`src/rtl/warblade_pkg.sv`:
```
// Shared definitions for the warblade game pipeline: enemy life-cycle state encoding,
// screen geometry, sprite hitbox sizes and a saturating score adder.
package warblade_pkg;

    typedef enum logic [1:0] {
        StAlive   = 2'd0,
        StExplode = 2'd1,
        StDead    = 2'd2
    } enemy_state_e;

    localparam int unsigned SCREEN_W = 800;
    localparam int unsigned SCREEN_H = 600;

    localparam int unsigned ENEMY_SPRITE_W  = 32;
    localparam int unsigned ENEMY_SPRITE_H  = 32;
    localparam int unsigned BULLET_SPRITE_W = 4;
    localparam int unsigned BULLET_SPRITE_H = 12;

    localparam logic [15:0] SCORE_MAX = 16'hFFFF;

    // Adds two 16-bit values and clamps to SCORE_MAX instead of wrapping.
    function automatic logic [15:0] sat_add16(input logic [15:0] a, input logic [15:0] b);
        logic [16:0] sum;
        sum = {1'b0, a} + {1'b0, b};
        return sum[16] ? SCORE_MAX : sum[15:0];
    endfunction

endpackage

```
`src/rtl/box_overlap.sv`:
```
// Combinational axis-aligned rectangle intersection. Box A is (ax, ay, AW x AH), box B is
// (bx, by, BW x BH); right/bottom edges are exclusive and sums are 13 bits so nothing wraps.
module box_overlap #(
    parameter int unsigned AW = 32,
    parameter int unsigned AH = 32,
    parameter int unsigned BW = 4,
    parameter int unsigned BH = 12
) (
    input  logic [11:0] ax,
    input  logic [11:0] ay,
    input  logic [11:0] bx,
    input  logic [11:0] by,
    output logic        overlap
);

    logic [12:0] ax_w, ay_w, bx_w, by_w;
    logic [12:0] a_right, a_bottom, b_right, b_bottom;

    always_comb begin
        ax_w     = {1'b0, ax};
        ay_w     = {1'b0, ay};
        bx_w     = {1'b0, bx};
        by_w     = {1'b0, by};
        a_right  = ax_w + 13'(AW);
        a_bottom = ay_w + 13'(AH);
        b_right  = bx_w + 13'(BW);
        b_bottom = by_w + 13'(BH);
        overlap  = (bx_w < a_right) && (b_right > ax_w) &&
                   (by_w < a_bottom) && (b_bottom > ay_w);
    end

endmodule

```
`src/rtl/enemy_hit_detect.sv`:
```
// Enemy collision and life cycle: registers bullet/enemy overlap, decides one hit per frame
// and walks the enemy through alive -> exploding -> dead -> respawn.
// Score accumulator is present only when ENEMY_HIT_SCORE_EN is defined.
module enemy_hit_detect
    import warblade_pkg::*;
#(
    parameter int unsigned ENEMY_W        = ENEMY_SPRITE_W,
    parameter int unsigned ENEMY_H        = ENEMY_SPRITE_H,
    parameter int unsigned BULLET_W       = BULLET_SPRITE_W,
    parameter int unsigned BULLET_H       = BULLET_SPRITE_H,
    parameter int unsigned EXPLODE_FRAMES = 16,
    parameter int unsigned RESPAWN_FRAMES = 60,
    parameter int unsigned POINTS         = 10
) (
    input  logic        pclk,
    input  logic        rst,
    input  logic        frame_tick,
    input  logic [11:0] enemy_xpos,
    input  logic [11:0] enemy_ypos,
    input  logic        enemy_on,
    input  logic [11:0] bullet_xpos,
    input  logic [11:0] bullet_ypos,
    input  logic        bullet_on,
    output logic        hit,
    output logic        bullet_kill,
    output logic        enemy_alive,
    output logic        exploding,
    output logic [15:0] score
);

    localparam logic [7:0] EXPLODE_LOAD = 8'(EXPLODE_FRAMES - 1);
    localparam logic [7:0] RESPAWN_LOAD = 8'(RESPAWN_FRAMES - 1);

    if (EXPLODE_FRAMES == 0 || EXPLODE_FRAMES > 255 ||
        RESPAWN_FRAMES == 0 || RESPAWN_FRAMES > 255 || POINTS > 65535) begin : g_param_check
        $error("enemy_hit_detect: frame counts must be 1..255 and POINTS must fit 16 bits");
    end

    logic         ovl;
    logic         ovl_q;
    logic         tick_q;
    enemy_state_e state_q, state_d;
    logic [7:0]   frame_cnt_q, frame_cnt_d;
    logic         hit_q, hit_d;

    box_overlap #(
        .AW (ENEMY_W),
        .AH (ENEMY_H),
        .BW (BULLET_W),
        .BH (BULLET_H)
    ) u_box_overlap (
        .ax      (enemy_xpos),
        .ay      (enemy_ypos),
        .bx      (bullet_xpos),
        .by      (bullet_ypos),
        .overlap (ovl)
    );

    // Overlap and tick are both delayed one cycle so the decision sees positions from the tick cycle.
    always_ff @(posedge pclk) begin
        if (rst) begin
            ovl_q  <= 1'b0;
            tick_q <= 1'b0;
        end else begin
            ovl_q  <= ovl & enemy_on & bullet_on;
            tick_q <= frame_tick;
        end
    end

    always_ff @(posedge pclk) begin
        if (rst) begin
            state_q     <= StAlive;
            frame_cnt_q <= 8'd0;
            hit_q       <= 1'b0;
        end else begin
            state_q     <= state_d;
            frame_cnt_q <= frame_cnt_d;
            hit_q       <= hit_d;
        end
    end

    always_comb begin
        state_d     = state_q;
        frame_cnt_d = frame_cnt_q;
        hit_d       = 1'b0;
        if (tick_q) begin
            case (state_q)
                StAlive: begin
                    if (ovl_q) begin
                        hit_d       = 1'b1;
                        frame_cnt_d = EXPLODE_LOAD;
                        state_d     = StExplode;
                    end
                end
                StExplode: begin
                    if (frame_cnt_q == 8'd0) begin
                        frame_cnt_d = RESPAWN_LOAD;
                        state_d     = StDead;
                    end else begin
                        frame_cnt_d = frame_cnt_q - 8'd1;
                    end
                end
                StDead: begin
                    if (frame_cnt_q == 8'd0) begin
                        state_d = StAlive;
                    end else begin
                        frame_cnt_d = frame_cnt_q - 8'd1;
                    end
                end
                default: begin
                    state_d     = StAlive;
                    frame_cnt_d = 8'd0;
                end
            endcase
        end
    end

    always_comb begin
        enemy_alive = (state_q == StAlive);
        exploding   = (state_q == StExplode);
        hit         = hit_q;
        bullet_kill = hit_q;
    end

`ifdef ENEMY_HIT_SCORE_EN
    logic [15:0] score_q;

    always_ff @(posedge pclk) begin
        if (rst) begin
            score_q <= 16'd0;
        end else if (hit_d) begin
            score_q <= sat_add16(score_q, 16'(POINTS));
        end
    end

    assign score = score_q;
`else
    assign score = 16'd0;
`endif

endmodule

```
`config.mk`:
```
export PLATFORM = sky130hd
export DESIGN_NAME = enemy_hit_detect
export DESIGN_NICKNAME = d
export VERILOG_FILES = /design/src/rtl/warblade_pkg.sv /design/src/rtl/box_overlap.sv /design/src/rtl/enemy_hit_detect.sv
export SDC_FILE = /design/constraint.sdc
export NUM_CORES = 1
export LEC_CHECK = 0
export CORE_AREA = 2 2 79 81
export CTS_BUF_LIST = sky130_fd_sc_hd__clkbuf_2 sky130_fd_sc_hd__clkbuf_4 sky130_fd_sc_hd__clkbuf_8
export CTS_CLUSTER_DIAMETER = 200
export DETAILED_ROUTE_END_ITERATION = 10
export DIE_AREA = 0 0 81 83
export PLACE_DENSITY = 0.77
export SLEW_MARGIN = 30
export SYNTH_ARGS = -nofsm -noshare
export SYNTH_HDL_FRONTEND = slang
export SYNTH_HIERARCHICAL = 1
export SYNTH_SLANG_ARGS = --single-unit
```
`constraint.sdc`:
```
create_clock -name pclk -period 2.8 [get_ports pclk]
set_clock_uncertainty 0.2 [all_clocks]
set_input_delay 0.56 -clock pclk [delete_from_list [all_inputs] [get_ports pclk]]
set_output_delay 0.56 -clock pclk [all_outputs]
set_load 0.02 [all_outputs]
```
# Word-level counts from Yosys, hierarchy flattened
# Cells that the tools add are included.
# totals
register_bits,13
in_bits,53
output_inout_bits,20
elab_cells,41
# op_classes
n_addsub,5
n_lt_le_gt_ge,4
eq_ne,6
mux,9
n_bitwise,4
reduce_logical,8
# ops
cell,n
adder 12 x 6 -> 13 bit (second input constant),2
> comparator 13 x 12 -> 1 bit,2
< comparator 12 x 13 -> 1 bit,2
2-to-1 mux 8 bit,3
one-hot mux 8 bit (3 select lines),1
adder 12 x 3 -> 13 bit (second input constant),1
adder 12 x 4 -> 13 bit (second input constant),1
logical NOT 8 bit,1
subtractor 8 x 1 -> 8 bit (second input constant),1
2-to-1 mux 2 bit,3
one-hot mux 2 bit (3 select lines),1
!= test 2 x 1 -> 1 bit (second input constant),2
!= test 2 bit (second input constant),2
AND reduction 4 bit,1
logical AND 1 bit,3
AND reduction 3 bit,1
OR reduction 3 bit,1
AND 1 bit,2
equality test 2 x 1 -> 1 bit (second input constant),1
equality test 2 bit (second input constant),1
logical NOT 2 bit,1
inverter 1 bit,2
2-to-1 mux 1 bit,1

# Longest topological paths before layout
# logic_depth
word_depth,7
ltp_mapped,12
ltp_nobuf,12

# Cells and area by module
# Netlist, hierarchy kept.
# by_module_without_submodules
module,n_inst,cells_per_inst,area_per_inst_um2,seq_area_each_um2
box_overlap,1,213,1576.5,0.0
enemy_hit_detect,1,116,965.9,260.2

# Worst setup path before layout
# Ideal clock, no wire load.
# synth_path
path_kind,input -> register
startpoint,in bullet_ypos[5]
endpoint,reg ovl_q
setup_time_ns,0.116
arrival_ns,2.379
slack_ns,0.105
path_stages,12
cell_sequence,and3_1 -> o21ai_0 -> nor2_1 -> nand4_1 -> xnor2_1 -> ha_1 -> nand3_1 -> nor4_1 -> a22oi_2 -> nand4b_1 -> nor4_2 -> and4_1
# synth_between
elab_chain_len,5
elab_cells_between_ends,7
classes_between,1 x add/sub; 2 x order compare; 2 x bitwise; 2 x reduce/logical
# synth_rtl
element,line_no,rtl
"start, declared",enemy_hit_detect.sv:22,"input logic [11:0] bullet_ypos,"
adder 12 x 4 -> 13 bit / < comparator 12 x 13 -> 1 bit (equally long branches),"box_overlap.sv:27, box_overlap.sv:29",
> comparator 13 x 12 -> 1 bit / logical AND 1 bit (equally long branches),"box_overlap.sv:29, box_overlap.sv:28",
logical AND 1 bit (*),box_overlap.sv:29,(by_w < a_bottom) && (b_bottom > ay_w);
net ovl,enemy_hit_detect.sv:39,logic ovl;
AND 1 bit (*) (2 in a row),enemy_hit_detect.sv:65,ovl_q <= ovl & enemy_on & bullet_on;
"end signal, assigned",enemy_hit_detect.sv:65,
"end, declared",enemy_hit_detect.sv:40,logic ovl_q;
# The timed path passes the listed nets; every way through them passes the cells marked *.
# A chain may end at the register's enable or synchronous reset.

# Worst setup path after layout
# layout_path
startpoint,in bullet_xpos[4]
endpoint,reg ovl_q
# layout_between
elab_chain_len,7
elab_cells_between_ends,8
classes_between,1 x add/sub; 2 x order compare; 2 x bitwise; 3 x reduce/logical
# layout_rtl
element,line_no,rtl
"start, declared",enemy_hit_detect.sv:21,"input logic [11:0] bullet_xpos,"
adder 12 x 3 -> 13 bit,box_overlap.sv:26,b_right = bx_w + 13'(BW);
> comparator 13 x 12 -> 1 bit,box_overlap.sv:28,overlap = (bx_w < a_right) && (b_right > ax_w) &&
logical AND 1 bit (*) (2 in a row),box_overlap.sv:28,
logical AND 1 bit (*),box_overlap.sv:29,
net ovl,enemy_hit_detect.sv:39,
AND 1 bit (*) (2 in a row),enemy_hit_detect.sv:65,
# Marked as above.

==> metrics.md <==
| Metric | Value |
|---|---|
| Iter 0 DRT Violations | between 150 and 200 |
| Final worst path period share | between 90% and 100% |
| Die Span X | roughly 81 µm |
| #FFs+latches synth | 13 |
| Status | finished, final reports clean |
| Worst Path Required | 2.79 ns |
| Clk root buf | clkbuf_8 |
| Nets | between 500 and 600 |
| Die area | roughly 6700 µm² |
| CTS buffer count | 3 |
| Multi-input logic area | about 2200 µm² |
| Critical path's largest stage delay | around 0.32 ns |
| CTS Hold Bufs | 0 |
| Layout fillers | 517 |
| Clk_lat worst skew | approximately 0.24 ns |
| Post-Syn Area | about 2500 µm² |
| Rows | 28 |
| Core Area | a little under 6000 µm² |
| Synth area leader | ha_1 |
| Total power | around 820 µW |
| Synth area leaders | ha_1, dfxtp_1, xnor2_1, inv_1, buf_4 |
| Router iterations before antenna repair | 4 |
| Height of the die | between 80 and 90 µm |
| Critical-path cell list | dlygate4sd2_1 > and3_4 > and3_4 > buf_4 > xor2_1 > ha_1 > nand4_1 > a311oi_2 > nor3_2 > nor4_2 > and4_1 |
| Final Max Slew Viols | 0 |
| Area share of the largest cell type after synthesis | 24.61% |
| Vias in the first global route | 2838 |
| Initial Util | between 40% and 50% |
| RePlAce Congestion | roughly 0.96 |
| Synth Area per Inst | slightly below 8 µm² |
| Netlist cell types | 56 |
| HPWL Detailed | between 5000 and 6000 µm |
| Slowest cell on crit path | a311oi_2 |
| Post-route cell area | between 3000 and 4000 µm² |
| Average vias per placed instance | roughly 5.3 |
| Crit path kind | in2reg |
| Synth warnings | 6 |
| Hold_ws | between 0.3 and 0.4 ns |
| Final hold vios | 0 |
| GRT Overall Usage | 21.65% |
| Num Clock Sinks | 13 |
| CP delay by family, top | simple AND/OR/NAND/NOR gates |
| Most used DFF post-synth | dfxtp_1 |
| Leakage power | 0.001847 µW |
| Buf/Inv on CP | 2 |
| # Max-Cap Violations | 0 |
| Max Root-Sink Buffers | 2 |
| Most frequent cells in the layout | buf_4, ha_1, inv_1 |
| H-tree depth | 1 |
| WL/cell | about 14 µm |
| Endpoint class of the critical path | flop |
| Async S/R FF share, synth | 0% |
| Crit-path max FO | 3 |
| Startpoint Class | input port |
| # DRC | 0 |
| Min cycle time layout | 2.719 ns |
| Final setup vio count | 0 |
| Least-Margin Pin Slew | roughly 0.66 ns |
| Slew HR | a little under three fifths |
| Stages on worst setup path | 11 |
| Pin count of the biggest net entering global routing | 14 |
| Vias | 2762 |
| CP Data Arrival Time | approximately 2.7 ns |
| Antenna Nets Post-Route | 0 |
| Area of placed instances | about 3500 µm² |
| Cell depth of the worst flop-to-flop path | 6 |
| GRT overflow | 0 |
| Cell mode on critical path | and3_4 |
| Commonest non-fill, non-tap cell in the layout | buf_4 |
| Seq/Total Area, Yosys | between 10% and 20% |
| Storage element area | approximately 260 µm² |
| Initial antenna violation count | 0 |
| Global-route wire length before repair | approximately 12000 µm |
| Cells after Synth | about 330 |
| Share of cells above drive strength 1 | around 26% |
| Final WL | 7248 µm |
| Number of flops mapped to enable cells by yosys | 0 |
| Maximum vdd drop | 229.5 µV |
| Area Overhead vs Synth | 46.85% |
| IO Port Bufs | between 50 and 60 |
| Worst hold path stage count | 2 |
| Clock tree from TritonCTS | yes |
| Number of antenna diodes | 0 |
| Io pins | 73 |
| Achievable Freq | 367.8 MHz |
| Tightest Hold Check Type | reg2reg |
| Power density over the cells | 220.5 nW/µm² |
| Clock transition at path regs | roughly 0.060 ns |
repair_timing:
item | in CTS | in global routing
endpoints found under the setup margin | 1 | 1
pin swaps | 33 | 30
setup buffers | 3 | 1
gates resized for setup | 40 | 34
report_power, final:
| part | switching, µW | internal (µW) | leakage, µW | total, µW |
|---|---|---|---|---|
| clock network | 72.6 | 110 | 0.0000262 | 183 |
| registers | 2.82 | 186 | 0.000105 | 189 |
| logic | 222 | 229 | 0.00172 | 451 |
path summary, 6_finish.rpt:
kind | start | endpoint | slack, ns
max | bullet_xpos[4] | ovl_q | 0.08
min | frame_cnt_q[6] | frame_cnt_q[6] | 0.31
max reg2reg | frame_cnt_q[0] | frame_cnt_q[6] | 0.66
min reg2reg | frame_cnt_q[6] | frame_cnt_q[6] | 0.31
metal layers:
metal	vias up	wire (µm)	track usage, %
li1	1393	-	-
met1	1290	3088	26.80
met2	69	3810	40.27
met3	10	264	2.174
met4	0	85	3.082
met5	-	0	0
state kept, by name, summed over array words and instances, names as in the netlist:
signal	cells
bullet_kill	1
ovl_q	1
tick_q	1
frame_cnt_q	8
state_q	2
worst register-to-register path, cell delays in order (launching register included):
cell and delay [ns]:
dfxtp_1 0.34, inv_1 0.12, ha_1 0.20, nor3b_1 0.44
nand3_1 0.18, a211o_2 0.33, a221oi_1 0.23
Yosys cell counts (all sizes together), types with 2 or more instances:
cell type	instances
nor2	11
or4b	2
nor3b	2
nor2b	7
o21ai	10
buf	21
a211oi	6
a211o	3
o31ai	2
xor2	6
nor4	3
a21o	8
ha	50
a31oi	2
inv	38
or3	3
a21oi	24
a31o	2
a22oi	2
a2111oi	2
and3	6
and2	3
o2111ai	2
nand2	19
nor3	7
and4	3
o211ai	2
nand4	10
xnor2	22
o21bai	2
nand3	21
dfxtp	13
final cells by class:
class,instances,share of cell area (%)
multi-input cells,271,58.65
repair buffers,116,26.74
flip-flops and latches,13,6.971
inverters,38,3.820
well taps,75,2.513
clock buffers,4,1.307
metrics by stage:
stage / utilization (%) / instances / worst slack [ns] / setup TNS, ns
2_1_floorplan: - / 344 / 0.1049 / 0
3_3_place_gp: 60.43 / 509 / -0.4341 / -0.4341
3_5_place_dp: 60.43 / 509 / -0.4845 / -0.4845
4_1_cts: 63.06 / 516 / 0.0006370 / 0
5_1_grt: 64.20 / 517 / -0.03202 / -0.03202
6_report: 64.20 / 517 / 0.08119 / 0
logic make-up (layout without fill, tap and decap cells):
kind of cell               Yosys count  after routing  synth area share [%]
other                                1             16                0.1475
DFF                                 13             13                 10.24
xor gates and xnor gates            28             28                 9.645
buffers and inverters               60            158                 11.86
AOI/OAI and AO/OA                   74             74                 20.08
adders and majority gates           50             50                 24.61
and+or+nand+nor                    103            103                 23.43
Note: power is estimated with default switching activity, not from simulation.
